## config.mk

```make
export PLATFORM = sky130hd
export DESIGN_NAME = bcd_down_2_speed
export DESIGN_NICKNAME = d
export VERILOG_FILES = /design/src/rtl/bcd_down_2_speed.sv
export SDC_FILE = /design/constraint.sdc
export NUM_CORES = 1
export LEC_CHECK = 0
export ABC_AREA = 1
export CORE_MARGIN = 3
export CORE_UTILIZATION = 40
export CTS_CLUSTER_SIZE = 14
export DETAILED_ROUTE_END_ITERATION = 10
export PLACE_DENSITY = 0.84
export SKIP_LAST_GASP = 1
export SLEW_MARGIN = 20
export SYNTH_ARGS = -nofsm -noshare
export SYNTH_HDL_FRONTEND = slang
export SYNTH_SLANG_ARGS = --single-unit
```

## constraint.sdc

```tcl
create_clock -name clk -period 1.05 [get_ports clk]
set_input_delay 0.21 -clock clk [delete_from_list [all_inputs] [get_ports clk]]
set_output_delay 0.21 -clock clk [all_outputs]
set_load 0.05 [all_outputs]
```

## src/rtl/bcd_down_2_speed.sv

```systemverilog
// Multi-digit BCD down-counter with full/quarter rate stepping via a clock-enable prescaler.
// Underflow saturates at zero when BCD_DN_SATURATE_EN is defined, otherwise wraps to all nines.
module bcd_down_2_speed #(
  parameter int unsigned DIGITS = 2,
  parameter int unsigned DIV    = 4
) (
  input  logic                  clk,
  input  logic                  rst,
  input  logic                  sel,
  input  logic                  en,
  input  logic                  load,
  input  logic [4*DIGITS-1:0]   load_val,
  output logic [4*DIGITS-1:0]   y,
  output logic                  zero,
  output logic                  step
);

  localparam int unsigned W  = 4 * DIGITS;
  localparam int unsigned PW = $clog2(DIV);
  localparam logic [PW-1:0] PreMax = PW'(DIV - 1);

  logic [PW-1:0] pre_q, pre_d;
  logic [W-1:0]  y_q, y_d;
  logic [W-1:0]  dec_val;
  logic [W-1:0]  load_clamped;
  logic          step_q;
  logic          slow_tick;
  logic          dec;
  logic          at_zero;

  assign at_zero   = (y_q == '0);
  assign slow_tick = (pre_q == PreMax) & en;
  assign dec       = en & ~load & (sel ? slow_tick : 1'b1);

  always_comb begin
    load_clamped = '0;
    for (int i = 0; i < DIGITS; i++) begin
      load_clamped[4*i +: 4] = (load_val[4*i +: 4] > 4'd9) ? 4'd9 : load_val[4*i +: 4];
    end
  end

  // Borrow ripples upward; from all-zero this naturally yields all nines.
  always_comb begin
    logic borrow;
    borrow  = 1'b1;
    dec_val = y_q;
    for (int i = 0; i < DIGITS; i++) begin
      if (borrow) begin
        if (y_q[4*i +: 4] == 4'd0) begin
          dec_val[4*i +: 4] = 4'd9;
        end else begin
          dec_val[4*i +: 4] = y_q[4*i +: 4] - 4'd1;
          borrow            = 1'b0;
        end
      end
    end
`ifdef BCD_DN_SATURATE_EN
    if (at_zero) begin
      dec_val = y_q;
    end
`endif
  end

  always_comb begin
    y_d   = y_q;
    pre_d = pre_q;
    if (load) begin
      y_d   = load_clamped;
      pre_d = '0;
    end else begin
      if (dec) begin
        y_d = dec_val;
      end
      if (en) begin
        pre_d = (pre_q == PreMax) ? '0 : pre_q + PW'(1);
      end
    end
  end

  always_ff @(posedge clk or negedge rst) begin
    if (!rst) begin
      y_q    <= '0;
      pre_q  <= '0;
      step_q <= 1'b0;
    end else begin
      y_q    <= y_d;
      pre_q  <= pre_d;
      step_q <= dec;
    end
  end

  assign y    = y_q;
  assign zero = at_zero;
  assign step = step_q;

endmodule

```

# Word-level counts from Yosys, hierarchy flattened
# Cells that the tools add are included.
[word_totals] register_bits=11 inputBits=13 output_inout_bits=10
[op_classes] n_reduce_logical=7 mux=12 n_eq_ne=1 n_bitwise=4 magnitude_cmp=2 addsub=3
[op_table] cell="two-way mux 4 bit" n=5
[op_table] cell="two-way mux 8 bit" n=2
[op_table] cell="greater-than comparator 4 bit (second input constant)" n=2
[op_table] cell="zero test 4 bit" n=2
[op_table] cell="zero test 8 bit" n=1
[op_table] cell="subtractor 4 x 1 -> 4 bit (second input constant)" n=2
[op_table] cell="two-way mux 2 bit" n=3
[op_table] cell="nonzero test 2 bit" n=3
[op_table] cell="AND 1 bit" n=3
[op_table] cell="adder 2 x 1 -> 2 bit (second input constant)" n=1
[op_table] cell="== test 2 bit (second input constant)" n=1
[op_table] cell="two-way mux 1 bit" n=2
[op_table] cell="AND reduction 2 bit" n=1
[op_table] cell="NOT 1 bit" n=1

# Logic depth before layout (Yosys ltp)
[logic_depth] depth_word=6 ltp_mapped=8 ltp_nobuf=8

# Worst setup path after synthesis
# OpenSTA, ideal clock, no wires.
[synth_path] path_kind="reg-to-output" start="reg y_q[1] (netlist: y[1])" end="out zero" n_path_buf=0 arrival_time_ps=1610 path_stages_with_launch=4 setup_slack_ps=-770 cell_sequence="dfrtp_1 nor2_2 nand2_1 nor2_1"
[synth_between] elab_chain_len=1
[synth_rtl] item="from (decl)" line="23" source="logic [W-1:0] y_q, y_d;"
[synth_rtl] item="from (signal assigned)" line="86" source="y_q <= y_d;"
[synth_rtl] item="zero test 8 bit" line="31" source="assign at_zero = (y_q == '0);"
[synth_rtl] item="to (decl)" line="14" source="output logic zero,"
# Every way passes these cells.

# Worst setup path in the final report
[layout_path] start="reg y_q[0] (netlist: y[0])" end="out zero"
# The elaborated chain is that of the path after synthesis.

==> flow_metrics.py <==
metrics = {
    "outcome": {
        "outcome": "finished, violations left",
        "violations": "setup timing",
    },
    "synth": {
        "yosysWarningCount": 0,
        "yosysTopAreaCell": "dfrtp_1",
        "syn_inst": 102,
        "synth.area.top_cells": "dfrtp_1, nand2_1, nand3_1",
        "syn_nets": 116,
        "synth-seq-area-share_pct": 37.10,
        "syn_area_per_cell_um2": 7.274,
        "ys_seq_elements": 11,
        "syn_area_um2": 742.0,
        "yosysUniqueCellTypes": 18,
        "synth_top_area_share_pct": 37.10,
    },
    "pwr": {
        "switching_share_pct": 42.16,
        "leakagePower_uw": 0.0007357,
        "p_sw_uw": 996.9,
        "total_power_uw": 2365,
        "power_frac_seq_pct": 25.7,
        "combPwrFrac_pct": 61.4,
        "clkPwrFrac_pct": 12.9,
        "internal-power_uw": 1368,
        "p_per_area_nw_per_um2": 1574,
        "irDropWorstVdd_uv": 1232,
    },
    "clock_network": {
        "clockBufferDepth": 2,
        "cts_root_buffer": "clkbuf_4",
        "htree_levels": 1,
        "cts_made_buffers": 3,
        "ctsHoldBuffers": 0,
        "cts_tree": "done",
        "clkLatencyLatePin_ps": 280,
        "clkSinkCount": 11,
        "clk_pin_slew_ps": 80,
    },
    "worst_hold_path": {
        "hold_class": "in -> async",
    },
    "detailed_routing": {
        "viasPerCell": 5.359,
        "wire_per_inst_um": 17.30,
        "ant_nets": 0,
        "drcViolationCount": 0,
        "drt_iter0_markers": 51,
        "num_vias": 970,
        "route.final.wire_length_um": 3132,
        "drt_pass1_iterations": 4,
    },
    "finish": {
        "layout-drive-gt1-share_pct": 52.87,
        "n_antenna_cell": 0,
        "fillers": 62,
        "syn_to_final_growth_pct": 102.5,
        "final_common_cell": "nand2_1",
        "finalNetCount": 172,
        "final_cell_mix": "nand2_1, buf_4, buf_6",
        "seq_area_um2": 285.3,
        "final_area_um2": 1503,
        "fin_cells": 181,
        "multi_input_area_um2": 505.5,
    },
    "worst_setup_path": {
        "worstSetupPathType": "reg -> out",
        "start_kind": "register",
        "cp.arrival_ps": 1240,
        "endpoint_kind": "primary output",
        "cp_max_fo": 3,
        "cp.required_ps": 840,
    },
    "place": {
        "place_congestion": 0.8848,
        "placed_area_um2": 1267,
        "dp_hpwl_um": 1720,
        "place_inst": 165,
        "portBuffers": 22,
        "pre_cts_slack_ps": -421.8,
    },
    "timing": {
        "clock_skew_ps": 2.632,
        "tns_ps": -3462,
        "finalHoldViolCount": 0,
        "layout_setup_ws_ps": -397.4,
        "fmax_mhz": 690.9,
        "fin_crit_sh_pct": 137.8,
        "min_period_ps": 1447,
        "drv_slew": 0,
        "worst_pin_slew_ps": 268.9,
        "slew_headroom_pct": 81.89,
        "setup-violations-final": 18,
        "rsz0062_at_grt": "yes",
    },
    "floorplan": {
        "die_x_um": 49.07,
        "die_h_um": 49.07,
        "boundaryPins": 23,
        "coreArea_um2": 1629,
        "dieArea_um2": 2408,
        "rows": 14,
        "initial_core_util_pct": 45.55,
    },
    "global_routing": {
        "gr-total-overflow": 0,
        "grt_use_total_pct": 21.50,
        "antenna_found_initial": 0,
        "grt_max_degree": 14,
        "grt_pass1_vias": 913,
        "grt_pass1_wl_um": 4064,
    },
    "job": {
        "drv_cap": 0,
    },
}
[per-layer routing]
layer | GRT usage (%) | share of wire (%)
met1 | 24.72 | 39
met2 | 38.84 | 53
met3 | 5.199 | 6.3
met4 | 6.161 | 2.4
met5 | 0 | 0
[per-stage QoR]
step,hold WS (ps),util (%)
final,259.8,92.24
after global routing,246.9,92.24
after detailed placement,524.6,77.80
after floorplan,-85.59,-
after CTS,232.9,85.25
after global placement,504.4,77.80
[repair_timing]
action / in CTS / in global routing
endpoints found under the hold margin: 0 / 0
setup buffers: 8 / 10
pin swaps: 8 / 15
resized for setup: 14 / 26
endpoints found under the setup margin: 18 / 21
[sequential cells by signal, summed over array words and instances (netlist names)]
name / count
pre_q: 2
step: 1
y: 8
[kinds of logic (layout without fill, tap and decap cells)]
| family | after synthesis | after routing | synth area share, % |
|---|---|---|---|
| simple gates | 69 | 69 | 44.35 |
| flops | 11 | 11 | 37.10 |
| buf+inv | 11 | 66 | 8.600 |
| fa+ha+maj | 1 | 1 | 1.686 |
| compound gates | 10 | 10 | 8.263 |
[Yosys cell counts]
master / count
nand2_1: 41
dfrtp_1: 11
nand3_1: 10
inv_1: 8
nor2_1: 7
o21ai_0: 6
a21oi_1: 3
nor2_2: 3
buf_6: 2
nand2_4: 2
nand3b_1: 2
ha_1: 1
inv_8: 1
nand4_1: 1
nor2_4: 1
nor2_8: 1
nor3_1: 1
o21ai_4: 1
[worst max-delay path, stage by stage (launching register included)]
cell	delay (ps)
dfrtp_2	430
nor2_4	170
nand2_4	80
nor2_4	130
buf_12	140
[worst paths after layout]
| check | slack [ps] | cells past startpoint | startpoint | endpoint |
|---|---|---|---|---|
| setup / recovery | -400 | 4 | y[0] | zero |
| hold / removal | 260 | 2 | rst | y[1] |
| setup reg to reg | -300 | 6 | y[0] | y[4] |
| hold reg to reg | 640 | 3 | pre_q[1] | pre_q[1] |
| max in group asynchronous | 620 | 2 | rst | y[6] |
| min in group clk | 460 | 5 | load | y[0] |
[power groups by stage]
stage                     logic, uW  clock network (uW)  registers (uW)
after CTS                      1290                 302             589
final                          1450                 306             608
after detailed placement       1180                   0             589
after floorplan                 290                   0             869
after global placement         1150                   0             588
after global routing           1520                 345             617
[layout make-up]
cell class                 count  share of cell area, %
clock buffer                   4                  1.749
inverter                       9                  2.914
multi-input combinational     80                  33.64
sequential                    11                  18.98
tap                           24                  1.998
timing repair buffer          53                  40.72
Power figures use the tool's default switching activity.
